$ cat src/rtl/axil_pkg.sv
// Shared types and constants for the core-request to AXI4-Lite master bridge.
package axil_pkg;

   localparam int unsigned TAG_W      = 11;
   localparam logic [2:0]  AXI_PROT   = 3'b000;
   localparam logic [31:0] ADDR_ALIGN = 32'hFFFF_FFFC;

   localparam logic [1:0] RESP_OKAY   = 2'b00;
   localparam logic [1:0] RESP_EXOKAY = 2'b01;
   localparam logic [1:0] RESP_SLVERR = 2'b10;
   localparam logic [1:0] RESP_DECERR = 2'b11;

   typedef enum logic [2:0] {
      IDLE,
      RD_ADDR,
      RD_DATA,
      WR_REQ,
      WR_RESP,
      RESP
   } state_t;

   // Anything other than OKAY is reported as an error; no retry is attempted.
   function automatic logic is_err_resp(input logic [1:0] r);
      logic err;
      case (r)
         RESP_OKAY:                err = 1'b0;
         RESP_EXOKAY:              err = 1'b1;
         RESP_SLVERR, RESP_DECERR: err = 1'b1;
         default:                  err = 1'b1;
      endcase
      return err;
   endfunction

endpackage

$ cat src/rtl/axil_master.sv
// Bridges tagged core data requests onto single AXI4-Lite transactions,
// one outstanding at a time, and returns a one-cycle tagged response.
module axil_master
   import axil_pkg::*;
(
   input  logic             clk,
   input  logic             rst_n,
   input  logic [31:0]      req_addr,
   input  logic [31:0]      req_wdata,
   input  logic             req_ren,
   input  logic [3:0]       req_wen,
   input  logic [TAG_W-1:0] req_tag,
   output logic             req_accept,
   output logic             resp_val,
   output logic             resp_error,
   output logic [31:0]      resp_rdata,
   output logic [TAG_W-1:0] resp_tag,
   output logic [31:0]      m_awaddr,
   output logic [2:0]       m_awprot,
   output logic             m_awvalid,
   input  logic             m_awready,
   output logic [31:0]      m_wdata,
   output logic [3:0]       m_wstrb,
   output logic             m_wvalid,
   input  logic             m_wready,
   input  logic [1:0]       m_bresp,
   input  logic             m_bvalid,
   output logic             m_bready,
   output logic [31:0]      m_araddr,
   output logic [2:0]       m_arprot,
   output logic             m_arvalid,
   input  logic             m_arready,
   input  logic [31:0]      m_rdata,
   input  logic [1:0]       m_rresp,
   input  logic             m_rvalid,
   output logic             m_rready
);

   state_t           state;
   logic [31:0]      addr_q;
   logic [31:0]      wdata_q;
   logic [3:0]       wen_q;
   logic [TAG_W-1:0] tag_q;
   logic             aw_done;
   logic             w_done;
   logic             aw_fin;
   logic             w_fin;
   logic             req_present;
   logic             req_write;

   assign req_present = req_ren | (|req_wen);
   assign req_write   = |req_wen;

   // A channel counts as finished if it completed earlier or handshakes now.
   assign aw_fin = aw_done | (m_awvalid & m_awready);
   assign w_fin  = w_done  | (m_wvalid  & m_wready);

   assign req_accept = (state == IDLE);
   assign m_awaddr   = addr_q;
   assign m_araddr   = addr_q;
   assign m_wdata    = wdata_q;
   assign m_wstrb    = wen_q;
   assign m_awprot   = AXI_PROT;
   assign m_arprot   = AXI_PROT;
   assign resp_tag   = tag_q;

   always_ff @(posedge clk or negedge rst_n) begin
      if (!rst_n) begin
         state      <= IDLE;
         addr_q     <= '0;
         wdata_q    <= '0;
         wen_q      <= '0;
         tag_q      <= '0;
         aw_done    <= 1'b0;
         w_done     <= 1'b0;
         m_awvalid  <= 1'b0;
         m_wvalid   <= 1'b0;
         m_bready   <= 1'b0;
         m_arvalid  <= 1'b0;
         m_rready   <= 1'b0;
         resp_val   <= 1'b0;
         resp_error <= 1'b0;
         resp_rdata <= '0;
      end else begin
         case (state)
            IDLE: begin
               if (req_present) begin
                  addr_q  <= req_addr & ADDR_ALIGN;
                  wdata_q <= req_wdata;
                  wen_q   <= req_wen;
                  tag_q   <= req_tag;
                  if (req_write) begin
                     m_awvalid <= 1'b1;
                     m_wvalid  <= 1'b1;
                     aw_done   <= 1'b0;
                     w_done    <= 1'b0;
                     state     <= WR_REQ;
                  end else begin
                     m_arvalid <= 1'b1;
                     state     <= RD_ADDR;
                  end
               end
            end

            RD_ADDR: begin
               if (m_arready) begin
                  m_arvalid <= 1'b0;
                  m_rready  <= 1'b1;
                  state     <= RD_DATA;
               end
            end

            RD_DATA: begin
               if (m_rvalid) begin
                  m_rready   <= 1'b0;
                  resp_rdata <= m_rdata;
                  resp_error <= is_err_resp(m_rresp);
                  resp_val   <= 1'b1;
                  state      <= RESP;
               end
            end

            WR_REQ: begin
               if (m_awvalid && m_awready) begin
                  m_awvalid <= 1'b0;
                  aw_done   <= 1'b1;
               end
               if (m_wvalid && m_wready) begin
                  m_wvalid <= 1'b0;
                  w_done   <= 1'b1;
               end
               if (aw_fin && w_fin) begin
                  m_bready <= 1'b1;
                  state    <= WR_RESP;
               end
            end

            WR_RESP: begin
               if (m_bvalid) begin
                  m_bready   <= 1'b0;
                  resp_rdata <= '0;
                  resp_error <= is_err_resp(m_bresp);
                  resp_val   <= 1'b1;
                  state      <= RESP;
               end
            end

            RESP: begin
               resp_val <= 1'b0;
               state    <= IDLE;
            end

            default: state <= IDLE;
         endcase
      end
   end

endmodule

$ cat config.mk
export PLATFORM = sky130hd
export DESIGN_NAME = axil_master
export DESIGN_NICKNAME = d
export VERILOG_FILES = /design/src/rtl/axil_pkg.sv /design/src/rtl/axil_master.sv
export SDC_FILE = /design/constraint.sdc
export NUM_CORES = 1
export LEC_CHECK = 0
export BUFFER_PORTS_ARGS = -buffer_cell sky130_fd_sc_hd__buf_2
export CAP_MARGIN = 20
export CORE_UTILIZATION = 37
export DETAILED_ROUTE_END_ITERATION = 10
export PLACE_DENSITY = 0.66
export SLEW_MARGIN = 5
export SYNTH_ARGS = -nofsm -noshare
export SYNTH_HDL_FRONTEND = slang
export SYNTH_SLANG_ARGS = --single-unit
$ cat constraint.sdc
create_clock -name clk -period 2.1 [get_ports clk]
set_input_delay 0.21 -clock clk [delete_from_list [all_inputs] [get_ports clk]]
set_output_delay 0.21 -clock clk [all_outputs]
set_load 0.03 [all_outputs]
==> impl_metrics.py, run 1 <==
metrics = {
    "outcome": {
        "status": "finished, final reports clean",
    },
    "yosys": {
        "synth-edff-count": 0,
        "synth_compound_area_frac": 0.0957,
        "synth_cell_types": 38,
        "synth_top_family_by_area": "multiplexers",
        "ys_ff_latch": 121,
        "synth_area_um2": 4980,
        "ys_async_sr_fraction": 1.00,
        "synth_seq_area_share": 0.608,
        "synth-main-ff-cell": "dfrtp_1",
        "ys.warnings.count": 0,
        "synth_xor_area_frac": 0,
        "syn_avg_cell_area_um2": 14.4,
        "syn-instance-count": 347,
        "synthAdderAreaFrac": 0,
        "synth_mux_area_frac": 0.178,
        "synth-simple-area-share": 0.0312,
    },
    "pwr": {
        "irDropWorstVdd_v": 0.000970,
        "finalPower_uw": 14100,
        "p_leak_uw": 0.00361,
        "power.density_nw_per_um2": 1980,
    },
    "setup_path": {
        "rrSetupSlack_ns": 0.37,
        "cpLargestDelayFamily": "simple AND/OR/NAND/NOR gates",
        "crit_chain": "or3_1, inv_2, buf_2",
        "crit_path_max_incr_delay_ns": 0.44,
        "worstReg2RegStart": "state[0]",
        "timing.rr.end": "m_wdata[5]",
        "cp-end-kind": "output pin",
        "r2r_cells": 5,
        "cp_max_fo": 4,
        "critical_path_class": "reg2out",
        "cp_slowest_cell": "or3_1",
        "required_ns": 1.89,
        "cp.arrival_ns": 1.56,
        "worstPathBufferInverterCount": 2,
        "cp-start-kind": "flip-flop",
    },
    "detailed_routing": {
        "drtAntennaViolNets": 0,
        "top_layer": "met4",
        "routed-via-count": 3727,
        "wl_met1_um": 4860,
        "wl_um": 12000,
        "dr.pass1.iters": 4,
        "vias_per_cell": 4.64,
        "avgRoutedWirePerCell_um": 15.0,
        "dr_wl_met2_um": 6130,
        "drc": 0,
        "wl_met3_um": 823,
        "drtIter0Drc": 135,
    },
    "timing": {
        "finalCritPeriodShare": 0.841,
        "finalSetupTns_ns": 0,
        "fin_ws_ns": 0.334,
        "finalCriticalPeriod_ns": 1.77,
        "rsz0062_at_grt": "false",
        "worst_pin_slew_ns": 0.620,
        "hold_violations": 0,
        "setup_violations": 0,
        "drv_slew": 0,
        "fmax_mhz": 566,
        "slew_headroom": 0.586,
        "hold_ws_ns": 0.0206,
        "skew_ns": 0.00745,
    },
    "floorplan": {
        "ios": 280,
        "die_area_um2": 13900,
        "core-area_um2": 13200,
        "die_w_um": 118,
        "num_rows": 42,
        "initial_core_util": 0.378,
        "die_h_um": 118,
    },
    "place": {
        "io_buffers": 267,
        "gp_congestion": 0.796,
        "preCtsSetupSlack_ns": 0.0983,
        "dp_hpwl_um": 8810,
    },
    "min_path": {
        "hp-class": "in2reg",
        "min_from": "req_tag[7]",
        "whs_path_depth": 2,
        "min_to": "resp_tag[7]",
    },
    "clock_tree": {
        "clk_transition_reported_paths_ns": 0.05,
        "cts_tree": "done",
        "clock_tree.buffer_depth": 2,
        "insertion_delay_ns": 0.41,
        "cts_resized": 0,
        "cts_buffers": 17,
        "cts_setup_buffers": 0,
        "clock-sinks": 121,
        "h-tree-depth": 4,
        "cts_root_buffer": "clkbuf_16",
    },
    "layout": {
        "layout.area.seq_um2": 3030,
        "syn2layout_area_growth_pct": 42.5,
        "nets": 737,
        "diodes": 0,
        "drive_gt1_frac": 0.584,
        "fillers": 1136,
        "multi_input_area_um2": 1570,
    },
    "global_route": {
        "grt_antenna_before_repair": 0,
        "grt_pass1_wl_um": 19300,
        "grt_start_max_net_pins": 122,
        "grt_pass1_vias": 3732,
        "overflow": 0,
        "track_usage": 0.181,
    },
    "job": {
        "cap_violations": 0,
    },
}
## through the flow
| step | instance area, µm² | utilization | cells |
|---|---|---|---|
| 2_1_floorplan | 5010 | - | 356 |
| 3_3_place_gp | 6320 | 0.480 | 756 |
| 3_5_place_dp | 6320 | 0.480 | 756 |
| 4_1_cts | 7090 | 0.537 | 802 |
| 5_1_grt | 7100 | 0.538 | 803 |
| 6_report | 7100 | 0.538 | 803 |
## final cells by class
type,instances,area share
flip-flops and latches,121,0.427
repair buffers,297,0.231
multi-input cells,173,0.222
clock buffers,20,0.0630
well taps,176,0.0310
clock inverters,12,0.0245
inverters,4,0.00212
## state kept, by name, indices dropped and copies added, names as in the netlist, 3 cells and up
name and count:
state 3, m_wstrb 4, m_wdata 32, m_araddr 30, resp_rdata 32, resp_tag 11
## routing by layer
layer,vias to the layer above,track usage
li1,1726,-
met1,1794,0.212
met2,191,0.303
met3,16,0.0547
met4,0,0.0849
met5,-,0
## worst register-to-register path, cell delays in order (launching register included)
cell and delay (ns):
dfrtp_1 0.37, or3_1 0.44, inv_2 0.13, o21ai_4 0.13, buf_4 0.21, mux2_1 0.33
## cell usage after synthesis (all sizes together) (2+ instances only)
| library cell | n | area (µm²) |
|---|---|---|
| a22o | 32 | 280 |
| clkbuf | 10 | 37.5 |
| a21oi | 7 | 35.0 |
| o21ai | 5 | 36.3 |
| nand2b | 3 | 18.8 |
| dfrtp | 121 | 3030 |
| inv | 4 | 15.0 |
| nand2 | 2 | 7.51 |
| nor3b | 2 | 15.0 |
| nand3b | 3 | 22.5 |
| nor2b | 3 | 18.8 |
| buf | 48 | 375 |
| mux2 | 78 | 878 |
| nor2 | 4 | 15.0 |
| a2bb2oi | 4 | 35.0 |
| a21o | 2 | 15.0 |
| nor4 | 2 | 12.5 |
## layout by cell type, fill, tap and decap left out, types with 2 or more instances in the layout
cell type,instances
a21o_1,2
a21oi_1,7
a22o_1,32
a2bb2oi_1,4
buf_12,3
buf_2,266
buf_4,13
bufinv_16,4
clkbuf_1,2
clkbuf_16,17
clkinv_2,3
clkinvlp_4,4
conb_1,10
dfrtp_1,121
dlygate4sd3_1,15
inv_1,3
mux2_1,30
mux2_2,48
nand2_1,2
nand2b_1,3
nand3b_1,3
nor2_1,4
nor2b_1,3
nor3b_1,2
nor4_1,2
o21ai_0,4
## how the worst max path moves through the flow
stage                     startpoint            to  slack, ns  cells past startpoint
after global placement    req_wen[1]   m_wdata[24]       0.12                      5
after global routing        state[0]    req_accept       0.25                      3
after detailed placement  req_wen[1]  m_araddr[11]        0.1                      5
final                       state[0]    req_accept       0.33                      3
after CTS                   state[0]    req_accept       0.31                      3
after floorplan             state[0]  m_araddr[20]       0.28                      6
## cell families after synthesis
logic type,count (synthesis)
flip-flops,121
multiplexers,79
buffers and inverters,62
AO/OA/AOI/OAI,59
AND/OR/NAND/NOR,25
other,1
## timing repair
item | in CTS | in global routing
endpoints found under the hold margin | 134 | 1
hold buffers | 14 | 1
setup endpoints to repair | 0 | 0
## where the power goes
part           leakage [µW]  internal (µW)  switching (µW)
combinational       0.00187           2440            4480
clock              0.000292           2010            1020
sequential          0.00145           3480             653
total               0.00361           7930            6150
(Power assumes the default switching activity.)
==> run 2, diff against run 1 <==
--- a/config.mk
+++ b/config.mk
@@ -9,7 +9,7 @@
 export CAP_MARGIN = 20
 export CORE_UTILIZATION = 37
 export DETAILED_ROUTE_END_ITERATION = 10
-export PLACE_DENSITY = 0.66
+export PLACE_DENSITY = 0.69
 export SLEW_MARGIN = 5
 export SYNTH_ARGS = -nofsm -noshare
 export SYNTH_HDL_FRONTEND = slang
==> constraint.sdc (replaced) <==
create_clock -name clk -period 1.5 [get_ports clk]
set_input_delay 0.15 -clock clk [delete_from_list [all_inputs] [get_ports clk]]
set_output_delay 0.15 -clock clk [all_outputs]
set_load 0.03 [all_outputs]
==> impl_metrics.py, run 2 (synthesized netlist as in run 1, its figures left out) <==
metrics = {
    "min_path": {
        "min_from": "req_wdata[8]",
        "hp-class": "in2reg",
        "min_to": "m_wdata[8]",
        "whs_path_depth": 2,
    },
    "timing": {
        "hold_violations": 0,
        "drv_slew": 0,
        "fin_ws_ns": -0.149,
        "setup_violations": 80,
        "skew_ns": 0.00633,
        "finalCriticalPeriod_ns": 1.65,
        "fmax_mhz": 606,
        "rsz0062_at_grt": "true",
        "finalCritPeriodShare": 1.10,
    },
    "floorplan": {
        "ios": 280,
        "initial_core_util": 0.378,
        "die_area_um2": 13900,
        "die_h_um": 118,
        "num_rows": 42,
        "die_w_um": 118,
        "core-area_um2": 13200,
    },
    "global_route": {
        "track_usage": 0.201,
        "grt_antenna_before_repair": 0,
        "grt_start_max_net_pins": 54,
        "grt_pass1_vias": 4348,
        "grt_pass1_wl_um": 21700,
        "overflow": 0,
    },
    "setup_path": {
        "worstPathBufferInverterCount": 3,
        "worstReg2RegStart": "state[2]",
        "required_ns": 1.35,
        "r2r_cells": 5,
        "cp_slowest_cell": "or3_4",
        "crit_path_max_incr_delay_ns": 0.43,
        "rrSetupSlack_ns": -0.14,
        "crit_chain": "or3_4, inv_8, buf_6, buf_6",
        "cp.arrival_ns": 1.50,
        "cp-start-kind": "flip-flop",
        "timing.rr.end": "resp_tag[9]",
        "cp-end-kind": "output pin",
        "cpLargestDelayFamily": "simple AND/OR/NAND/NOR gates",
        "cp_max_fo": 3,
        "critical_path_class": "reg2out",
        "cp-startpoint": "state[2]",
        "crit_top_cell": "buf_6",
    },
    "outcome": {
        "violations": "negative setup slack",
        "status": "complete, but fails checks",
    },
    "detailed_routing": {
        "vias_per_cell": 4.69,
        "wl_um": 15200,
        "avgRoutedWirePerCell_um": 16.8,
        "dr.pass1.iters": 4,
        "drc": 0,
        "drtIter0Drc": 109,
        "drtAntennaViolNets": 0,
        "routed-via-count": 4249,
    },
    "place": {
        "place_area_um2": 6350,
        "gp_congestion": 0.786,
        "dp.cells": 755,
        "dp_hpwl_um": 8340,
        "io_buffers": 267,
    },
    "layout": {
        "stdcell_count": 906,
        "layout_common_cells": "buf_2 (265), dfrtp_1 (121), dlygate4sd3_1 (107)",
        "drive_gt1_frac": 0.562,
        "fin_area_um2": 8410,
        "nets": 840,
        "diodes": 0,
        "layout_commonest_cell": "buf_2",
        "syn2layout_area_growth_pct": 68.8,
    },
    "clock_tree": {
        "cts_buffers": 17,
        "clock_tree.buffer_depth": 2,
        "insertion_delay_ns": 0.40,
        "clk_transition_reported_paths_ns": 0.06,
        "clock-sinks": 121,
        "cts_tree": "done",
        "cts_root_buffer": "clkbuf_16",
        "h-tree-depth": 4,
    },
    "pwr": {
        "irDropWorstVdd_v": 0.00162,
        "p_leak_uw": 0.00428,
        "finalPower_uw": 21400,
        "power.density_nw_per_um2": 2540,
    },
    "job": {
        "cap_violations": 0,
    },
}
[run 2: changes by cell type in the layout (fill, tap and decap cells not counted), moves of 2 or more]
cell           change
buf_4              -3
buf_12             +3
mux2_4            +29
mux2_1            -30
dlygate4sd3_1     +92
buf_6              +5
clkinv_4           +4
clkbuf_16          +6
clkinvlp_4         -2
[run 2: where the power goes]
part	internal [µW]	leakage, µW	total [µW]	switching, µW
combinational	4460	0.00252	11200	6760
sequential	4880	0.00145	5860	979
clock	2790	0.000300	4300	1500
total	12100	0.00428	21400	9240
[run 2: how the worst max path moves through the flow]
stage                         endpoint  slack, ns  cells past startpoint
final                       req_accept      -0.15                      4
after global routing        req_accept      -0.20                      4
after CTS                   req_accept      -0.16                      4
after detailed placement   m_wdata[14]      -0.36                      5
after global placement     m_araddr[4]      -0.30                      5
after floorplan           m_araddr[20]      -0.20                      6
[run 2: routing by layer]
layer | global-route usage | wire [µm] | vias up | part of all wire
met5 | 0 | 0 | - | 0
met4 | 0.0761 | 225 | 0 | 0.015
met3 | 0.0572 | 924 | 15 | 0.061
met2 | 0.354 | 8000 | 198 | 0.53
met1 | 0.229 | 6040 | 2093 | 0.40
li1 | - | - | 1943 | -
[run 2: layout make-up]
class | instances | area, µm²
fillers | 963 | 4780
flip-flops and latches | 121 | 3030
repair buffers | 399 | 2800
multi-input cells | 174 | 1710
clock buffers | 18 | 429
well taps | 176 | 220
clock inverters | 14 | 198
inverters | 4 | 22.5
[run 2: repair_timing]
item | CTS | global route
hold buffers | 107 | 0
buffers inserted | 2 | 1
setup endpoints to repair | 95 | 109
cloned | 1 | 9
gates resized for setup | 18 | 22
pin swaps | 2 | 3
hold endpoints to repair | 227 | 0
[run 2: per-stage QoR]
stage | utilization | hold slack (ns) | setup WS (ns) | TNS (ns)
final | 0.637 | 0.0149 | -0.149 | -8.43
after detailed placement | 0.482 | 0.0412 | -0.359 | -24.89
after global routing | 0.637 | 0.0148 | -0.199 | -13.15
after CTS | 0.619 | 0.00223 | -0.155 | -7.90
after floorplan | - | -0.146 | -0.196 | -8.04
after global placement | 0.482 | 0.0365 | -0.304 | -21.20
